[src/rtl/imem_loader_pkg.sv]
// Shared definitions for the instruction-memory loader: FSM states, frame
// field widths, default sizing and the running checksum helper.
package imem_loader_pkg;

    localparam int IMEM_ADDR_W      = 8;
    localparam int IMEM_TIMEOUT_CYC = 100000;
    localparam int LEN_W            = 16;
    localparam int BYTE_W           = 8;
    localparam int WORD_W           = 32;

    typedef enum logic [2:0] {
        ST_IDLE = 3'd0,
        ST_LEN0 = 3'd1,
        ST_LEN1 = 3'd2,
        ST_DATA = 3'd3,
        ST_CSUM = 3'd4,
        ST_DONE = 3'd5,
        ST_ERR  = 3'd6
    } ld_state_e;

    function automatic logic [BYTE_W-1:0] csum_next(
        input logic [BYTE_W-1:0] acc,
        input logic [BYTE_W-1:0] data
    );
        csum_next = acc ^ data;
    endfunction

    // States in which the loader takes bytes from the link and a load is live
    function automatic logic is_rx_state(input ld_state_e st);
        is_rx_state = (st == ST_LEN0) || (st == ST_LEN1) ||
                      (st == ST_DATA) || (st == ST_CSUM);
    endfunction

endpackage

[src/rtl/imem_loader_word_assembler.sv]
// Little-endian byte-to-word packer: the first byte of a word lands in bits
// [7:0]; a registered one-cycle word_valid follows the fourth byte.
module imem_loader_word_assembler
    import imem_loader_pkg::*;
(
    input  logic              clk,
    input  logic              rst_n,
    input  logic              clr,
    input  logic              byte_valid,
    input  logic [BYTE_W-1:0] byte_in,
    output logic              last_byte,
    output logic              word_valid,
    output logic [WORD_W-1:0] word
);

    logic [1:0]        cnt_r;
    logic [23:0]       sh_r;
    logic              word_valid_r;
    logic [WORD_W-1:0] word_r;

    assign last_byte  = (cnt_r == 2'd3);
    assign word_valid = word_valid_r;
    assign word       = word_r;

    // Shift bytes in and publish the completed word; word_r holds between words
    always_ff @(posedge clk or negedge rst_n) begin
        if (!rst_n) begin
            cnt_r        <= 2'd0;
            sh_r         <= 24'd0;
            word_valid_r <= 1'b0;
            word_r       <= 32'd0;
        end else begin
            word_valid_r <= 1'b0;
            if (clr) begin
                cnt_r <= 2'd0;
                sh_r  <= 24'd0;
            end else if (byte_valid) begin
                cnt_r <= cnt_r + 2'd1;
                if (cnt_r == 2'd3) begin
                    word_r       <= {byte_in, sh_r};
                    word_valid_r <= 1'b1;
                end else begin
                    sh_r <= {byte_in, sh_r[23:8]};
                end
            end
        end
    end

endmodule

[src/rtl/imem_loader.sv]
// Frame-driven instruction memory loader: parses LEN/DATA/CSUM from a byte
// stream, writes words to imem and holds the core while a load is live.
module imem_loader
    import imem_loader_pkg::*;
#(
    parameter int ADDR_W      = IMEM_ADDR_W,
    parameter int TIMEOUT_CYC = IMEM_TIMEOUT_CYC
) (
    input  logic              clk,
    input  logic              rst_n,
    input  logic              start,
    input  logic [BYTE_W-1:0] rx_data,
    input  logic              rx_valid,
    output logic              rx_ready,
    output logic              mem_we,
    output logic [ADDR_W-1:0] mem_waddr,
    output logic [WORD_W-1:0] mem_wdata,
    output logic              cpu_hold,
    output logic              busy,
    output logic              done,
    output logic              error
);

    localparam int                TMO_W   = $clog2(TIMEOUT_CYC + 1);
    localparam logic [LEN_W-1:0]  LEN_MAX = LEN_W'(2 ** ADDR_W);
    localparam logic [TMO_W-1:0]  TMO_END = TMO_W'(TIMEOUT_CYC - 1);

    ld_state_e         state_r;
    ld_state_e         state_s;
    logic              rx_ready_r;
    logic              busy_r;
    logic              cpu_hold_r;
    logic              done_r;
    logic              error_r;
    logic [BYTE_W-1:0] len_lo_r;
    logic [LEN_W-1:0]  len_r;
    logic [LEN_W-1:0]  word_cnt_r;
    logic [BYTE_W-1:0] csum_r;
    logic [TMO_W-1:0]  tmo_r;
    logic [ADDR_W-1:0] waddr_r;

    logic              accept_s;
    logic              start_go_s;
    logic              tmo_hit_s;
    logic [LEN_W-1:0]  len_s;
    logic              asm_valid_s;
    logic              last_byte_s;
    logic              last_word_s;

    assign accept_s    = rx_valid && rx_ready_r;
    assign start_go_s  = start && ((state_r == ST_IDLE) || (state_r == ST_ERR));
    assign tmo_hit_s   = busy_r && !accept_s && (tmo_r == TMO_END);
    assign len_s       = {rx_data, len_lo_r};
    assign asm_valid_s = accept_s && (state_r == ST_DATA);
    assign last_word_s = last_byte_s && ((word_cnt_r + 16'd1) == len_r);

    imem_loader_word_assembler u_asm (
        .clk        (clk),
        .rst_n      (rst_n),
        .clr        (start_go_s),
        .byte_valid (asm_valid_s),
        .byte_in    (rx_data),
        .last_byte  (last_byte_s),
        .word_valid (mem_we),
        .word       (mem_wdata)
    );

    // Next-state decode; an accepted byte takes priority over an expiring timeout
    always_comb begin
        state_s = state_r;
        case (state_r)
            ST_IDLE: begin
                if (start) state_s = ST_LEN0;
                else       state_s = ST_IDLE;
            end
            ST_LEN0: begin
                if (accept_s)       state_s = ST_LEN1;
                else if (tmo_hit_s) state_s = ST_ERR;
                else                state_s = ST_LEN0;
            end
            ST_LEN1: begin
                if (accept_s) begin
                    if (len_s == 16'd0)       state_s = ST_CSUM;
                    else if (len_s > LEN_MAX) state_s = ST_ERR;
                    else                      state_s = ST_DATA;
                end else if (tmo_hit_s) begin
                    state_s = ST_ERR;
                end else begin
                    state_s = ST_LEN1;
                end
            end
            ST_DATA: begin
                if (accept_s) begin
                    if (last_word_s) state_s = ST_CSUM;
                    else             state_s = ST_DATA;
                end else if (tmo_hit_s) begin
                    state_s = ST_ERR;
                end else begin
                    state_s = ST_DATA;
                end
            end
            ST_CSUM: begin
                if (accept_s) begin
                    if (rx_data == csum_r) state_s = ST_DONE;
                    else                   state_s = ST_ERR;
                end else if (tmo_hit_s) begin
                    state_s = ST_ERR;
                end else begin
                    state_s = ST_CSUM;
                end
            end
            ST_DONE: state_s = ST_IDLE;
            ST_ERR: begin
                if (start) state_s = ST_LEN0;
                else       state_s = ST_ERR;
            end
            // An illegal encoding keeps the core held until the host restarts
            default: state_s = ST_ERR;
        endcase
    end

    // State register and status outputs, all decoded from the next state
    always_ff @(posedge clk or negedge rst_n) begin
        if (!rst_n) begin
            state_r    <= ST_IDLE;
            rx_ready_r <= 1'b0;
            busy_r     <= 1'b0;
            cpu_hold_r <= 1'b0;
            done_r     <= 1'b0;
            error_r    <= 1'b0;
        end else begin
            state_r    <= state_s;
            rx_ready_r <= is_rx_state(state_s);
            busy_r     <= is_rx_state(state_s);
            cpu_hold_r <= (state_s != ST_IDLE) && (state_s != ST_DONE);
            done_r     <= (state_s == ST_DONE);
            error_r    <= (state_s == ST_ERR);
        end
    end

    // Frame datapath: length capture, running checksum, word index, idle timer
    always_ff @(posedge clk or negedge rst_n) begin
        if (!rst_n) begin
            len_lo_r   <= 8'd0;
            len_r      <= 16'd0;
            word_cnt_r <= 16'd0;
            csum_r     <= 8'd0;
            tmo_r      <= '0;
            waddr_r    <= '0;
        end else if (start_go_s) begin
            word_cnt_r <= 16'd0;
            csum_r     <= 8'd0;
            tmo_r      <= '0;
        end else if (accept_s) begin
            csum_r <= csum_next(csum_r, rx_data);
            tmo_r  <= '0;
            if (state_r == ST_LEN0) begin
                len_lo_r <= rx_data;
            end
            if (state_r == ST_LEN1) begin
                len_r <= len_s;
            end
            // Address is latched alongside the word so it is valid with mem_we
            if ((state_r == ST_DATA) && last_byte_s) begin
                waddr_r    <= word_cnt_r[ADDR_W-1:0];
                word_cnt_r <= word_cnt_r + 16'd1;
            end
        end else if (busy_r) begin
            tmo_r <= tmo_r + TMO_W'(1);
        end
    end

    assign rx_ready  = rx_ready_r;
    assign busy      = busy_r;
    assign cpu_hold  = cpu_hold_r;
    assign done      = done_r;
    assign error     = error_r;
    assign mem_waddr = waddr_r;

endmodule

[config.mk]
export PLATFORM = sky130hd
export DESIGN_NAME = imem_loader
export DESIGN_NICKNAME = d
export VERILOG_FILES = /design/src/rtl/imem_loader_pkg.sv /design/src/rtl/imem_loader_word_assembler.sv /design/src/rtl/imem_loader.sv
export SDC_FILE = /design/constraint.sdc
export NUM_CORES = 1
export LEC_CHECK = 0
export BUFFER_PORTS_ARGS = -buffer_cell sky130_fd_sc_hd__buf_2
export CAP_MARGIN = 20
export CORE_AREA = 2 2 109 111
export CTS_BUF_LIST = sky130_fd_sc_hd__clkbuf_8 sky130_fd_sc_hd__clkbuf_16
export CTS_CLUSTER_SIZE = 20
export DETAILED_ROUTE_END_ITERATION = 6
export DIE_AREA = 0 0 111 113
export GPL_TIMING_DRIVEN = 0
export PLACE_DENSITY = 0.78
export SYNTH_ARGS = -nofsm -noshare
export SYNTH_HDL_FRONTEND = slang
export SYNTH_SLANG_ARGS = --single-unit
[constraint.sdc]
create_clock -name clk -period 5.3 [get_ports clk]
set_input_delay 1.59 -clock clk [delete_from_list [all_inputs] [get_ports clk]]
set_output_delay 1.59 -clock clk [all_outputs]
set_load 0.05 [all_outputs]
==> impl_metrics.py <==
metrics = {
    "global_route": {
        "antenna_found_initial": 0,
        "grt_pass1_wl_mm": 25.25,
        "grt_overflow": 0,
        "gr-usage-all-layers_pct": 25.22,
        "grt_pass1_vias": 5179,
        "grt_max_degree": 79,
    },
    "power_and_ir_drop": {
        "p_clk_share_pct": 31.7,
        "p_int_w": 0.002283,
        "power.ir.vdd_worst_mv": 0.3088,
        "p_leak_nw": 3.641,
        "pwr-share-comb_pct": 26.5,
        "p_switching_w": 0.001203,
        "switching_share_pct": 34.50,
        "powerDensity_nw_per_um2": 454.2,
        "pwr-share-seq_pct": 41.8,
        "power.total_w": 0.003486,
    },
    "setup_path": {
        "cp_max_fo": 10,
        "criticalPathCategory": "in -> reg",
        "cpPeakStageDelay_ns": 0.41,
        "arrival_ns": 3.89,
        "crit_chain": "buf_2, buf_2, nand2_1, nor2_1, nand2_1, inv_1, clkbuf_1, buf_2, nand3_1, nand2_1",
        "critPathCaptureType": "register",
        "required_ns": 5.66,
        "critPathSlowestCell": "clkbuf_1",
        "critPathLaunchType": "input port",
    },
    "clock_tree": {
        "cts_buffer_depth": 2,
        "cts_resized": 0,
        "cts-root-buf": "clkbuf_16",
        "cts.sinks": 139,
        "postCtsSetupBuffers": 0,
        "hold_buffers": 0,
        "clock_latency_ns": 0.43,
        "htree_levels": 4,
        "cts.clk_slew.worst_paths_ns": 0.06,
        "cts_tree": "built",
        "cts_made_buffers": 17,
    },
    "yosys": {
        "synth_edf_count": 0,
        "synth_area_leaders": "dfrtp_1 (52%), nand2_1 (10%), mux2_2 (4.1%), xor2_1 (3.7%), a21oi_1 (3.5%)",
        "syn_nets": 719,
        "seq_area_frac_synth_pct": 52.44,
        "async_flop_share_pct": 100.0,
        "yosys_register_bits": 139,
        "synth_area_um2": 6633,
        "syn_area_per_cell_um2": 9.421,
        "ys.flop_type": "dfrtp_1",
        "synth.top_cell.area_share_pct": 52.44,
        "syn-instance-count": 704,
        "synth_top_area_cell": "dfrtp_1",
        "yosysWarnings": 0,
        "ys_types": 53,
    },
    "place": {
        "gp_congestion": 0.9004,
        "dp_hpwl_mm": 10.62,
        "io_buffers": 56,
    },
    "finish": {
        "diodes": 0,
        "nets": 795,
        "synthToLayoutAreaGrowth_pct": 15.70,
        "drive_gt1_share_pct": 17.40,
        "final_cell_mix": "nand2_1 (185), dfrtp_1 (139), buf_2 (64), a21oi_1 (46), nor2_1 (44)",
        "final_common_cell": "nand2_1",
        "fillCellCount": 899,
    },
    "routing": {
        "vias": 5334,
        "post_drt_wl_per_cell_um": 16.02,
        "drt-total-wl_mm": 15.00,
        "via_per_inst": 5.699,
        "ant_nets": 0,
        "drtPass1Iterations": 7,
        "drcViolationCount": 1,
        "first_iter_violations": 371,
    },
    "timing": {
        "setup_tns_ns": 0,
        "rsz0062_at_grt": "false",
        "fmaxAchievable_mhz": 283.6,
        "finClkSkew_ns": 0.007780,
        "setup_violations": 0,
        "hold_viol": 0,
        "drv_slew": 0,
        "fin_crit_ns": 3.526,
        "maxSlewHeadroom_pct": 53.50,
        "fin_crit_sh_pct": 66.53,
        "worst_pin_slew_ns": 0.6974,
    },
    "status": {
        "violations": "design-rule violations",
        "status": "complete, but fails checks",
    },
    "flow_run": {
        "maxCapViolCount": 0,
    },
    "floorplanning": {
        "initial_core_util_pct": 58.84,
        "die_height_um": 113,
        "core_area_um2": 11270,
        "die_w_um": 111,
        "io-pin-count": 58,
        "rows": 39,
        "dieArea_um2": 12540,
    },
    "min_path": {
        "hold_path.class": "reg -> reg",
    },
}
==> worst paths after layout <==
| check | slack (ns) | end | startpoint | depth (start not counted) |
|---|---|---|---|---|
| setup / recovery | 1.77 | u_asm.word[31] | rx_valid | 10 |
| hold / removal | 0.46 | u_asm.word[15] | u_asm.word[15] | 2 |
| setup reg to reg | 2.48 | u_asm.word[31] | state_r[2] | 10 |
| hold reg to reg | 0.46 | u_asm.word[15] | u_asm.word[15] | 2 |
| max in group asynchronous | 3.40 | csum_r[6] | rst_n | 2 |
| min in group asynchronous | 1.13 | word_cnt_r[5] | rst_n | 1 |
==> cells in the mapped netlist (7+ instances only) <==
cell	n
o21ai_0	13
xor2_1	28
mux2_2	24
clkbuf_1	25
xnor2_1	26
buf_2	9
nor3_1	12
or3_1	7
a21oi_1	46
nand2_1	185
nand3_1	40
dfrtp_1	139
nor2_1	44
nor4_1	10
==> cell families (layout without fill, tap and decap cells) <==
family,count (synthesis),in the layout,share of synthesized area [%]
adders and majority gates,3,3,0.5660
buffers and inverters,46,135,2.999
DFF,139,139,52.44
xor gates and xnor gates,54,54,7.131
AOI/OAI and AO/OA,84,84,7.508
muxes,27,27,4.527
and+or+nand+nor,351,351,24.83
==> power by group through the flow <==
stage                     logic [W]  clock network [W]  registers, W
after floorplan            0.000639                  0       0.00149
after global placement     0.000882                  0       0.00146
after detailed placement   0.000917                  0       0.00147
after CTS                  0.000923            0.00112       0.00146
after global routing        0.00102            0.00116       0.00149
final                      0.000923            0.00110       0.00146
==> through the flow <==
stage | hold WS, ns | setup WS [ns] | util [%] | instances | cell area, µm²
4_1_cts | 0.4642 | 1.845 | 68.08 | 936 | 7674
6_report | 0.4609 | 1.774 | 68.08 | 936 | 7674
3_5_place_dp | 0.4501 | 1.413 | 63.21 | 904 | 7126
3_3_place_gp | 0.4472 | 0.8626 | 62.91 | 903 | 7092
2_1_floorplan | 0.4386 | 1.879 | - | 704 | 6633
5_1_grt | 0.4789 | 1.632 | 68.08 | 936 | 7674
==> registers in the layout (all words and copies together), names as in the netlist <==
name	cells
busy	1
cpu_hold	1
csum_r	8
done	1
error	1
len_lo_r	8
len_r	16
mem_waddr	8
state_r	3
tmo_r	17
u_asm.cnt_r	2
u_asm.sh_r	24
u_asm.word	32
u_asm.word_valid	1
word_cnt_r	16
==> critical path: cells and delay by family <==
kind | cells | cell delay (ns)
buffers and inverters | 5 | 1.33
and+or+nand+nor | 5 | 0.96
==> layer usage <==
layer | up-vias | part of all wire [%] | GRT usage (%)
met5 | - | 0 | 0
met4 | 0 | 1.8 | 9.750
met3 | 24 | 5.6 | 4.339
met2 | 194 | 48 | 40.61
met1 | 2571 | 45 | 34.72
li1 | 2545 | - | -
==> layout make-up <==
type	count	area, µm²	area share (%)
Buffer	40	176.4	2.299
Clock buffer	17	425.4	5.544
Clock inverter	15	122.6	1.598
Inverter	6	22.52	0.2935
Multi-Input combinational cell	519	2955	38.51
Sequential cell	139	3478	45.33
Tap cell	143	178.9	2.332
Timing Repair Buffer	57	314.1	4.093
Note: power is estimated with default switching activity, not from simulation.
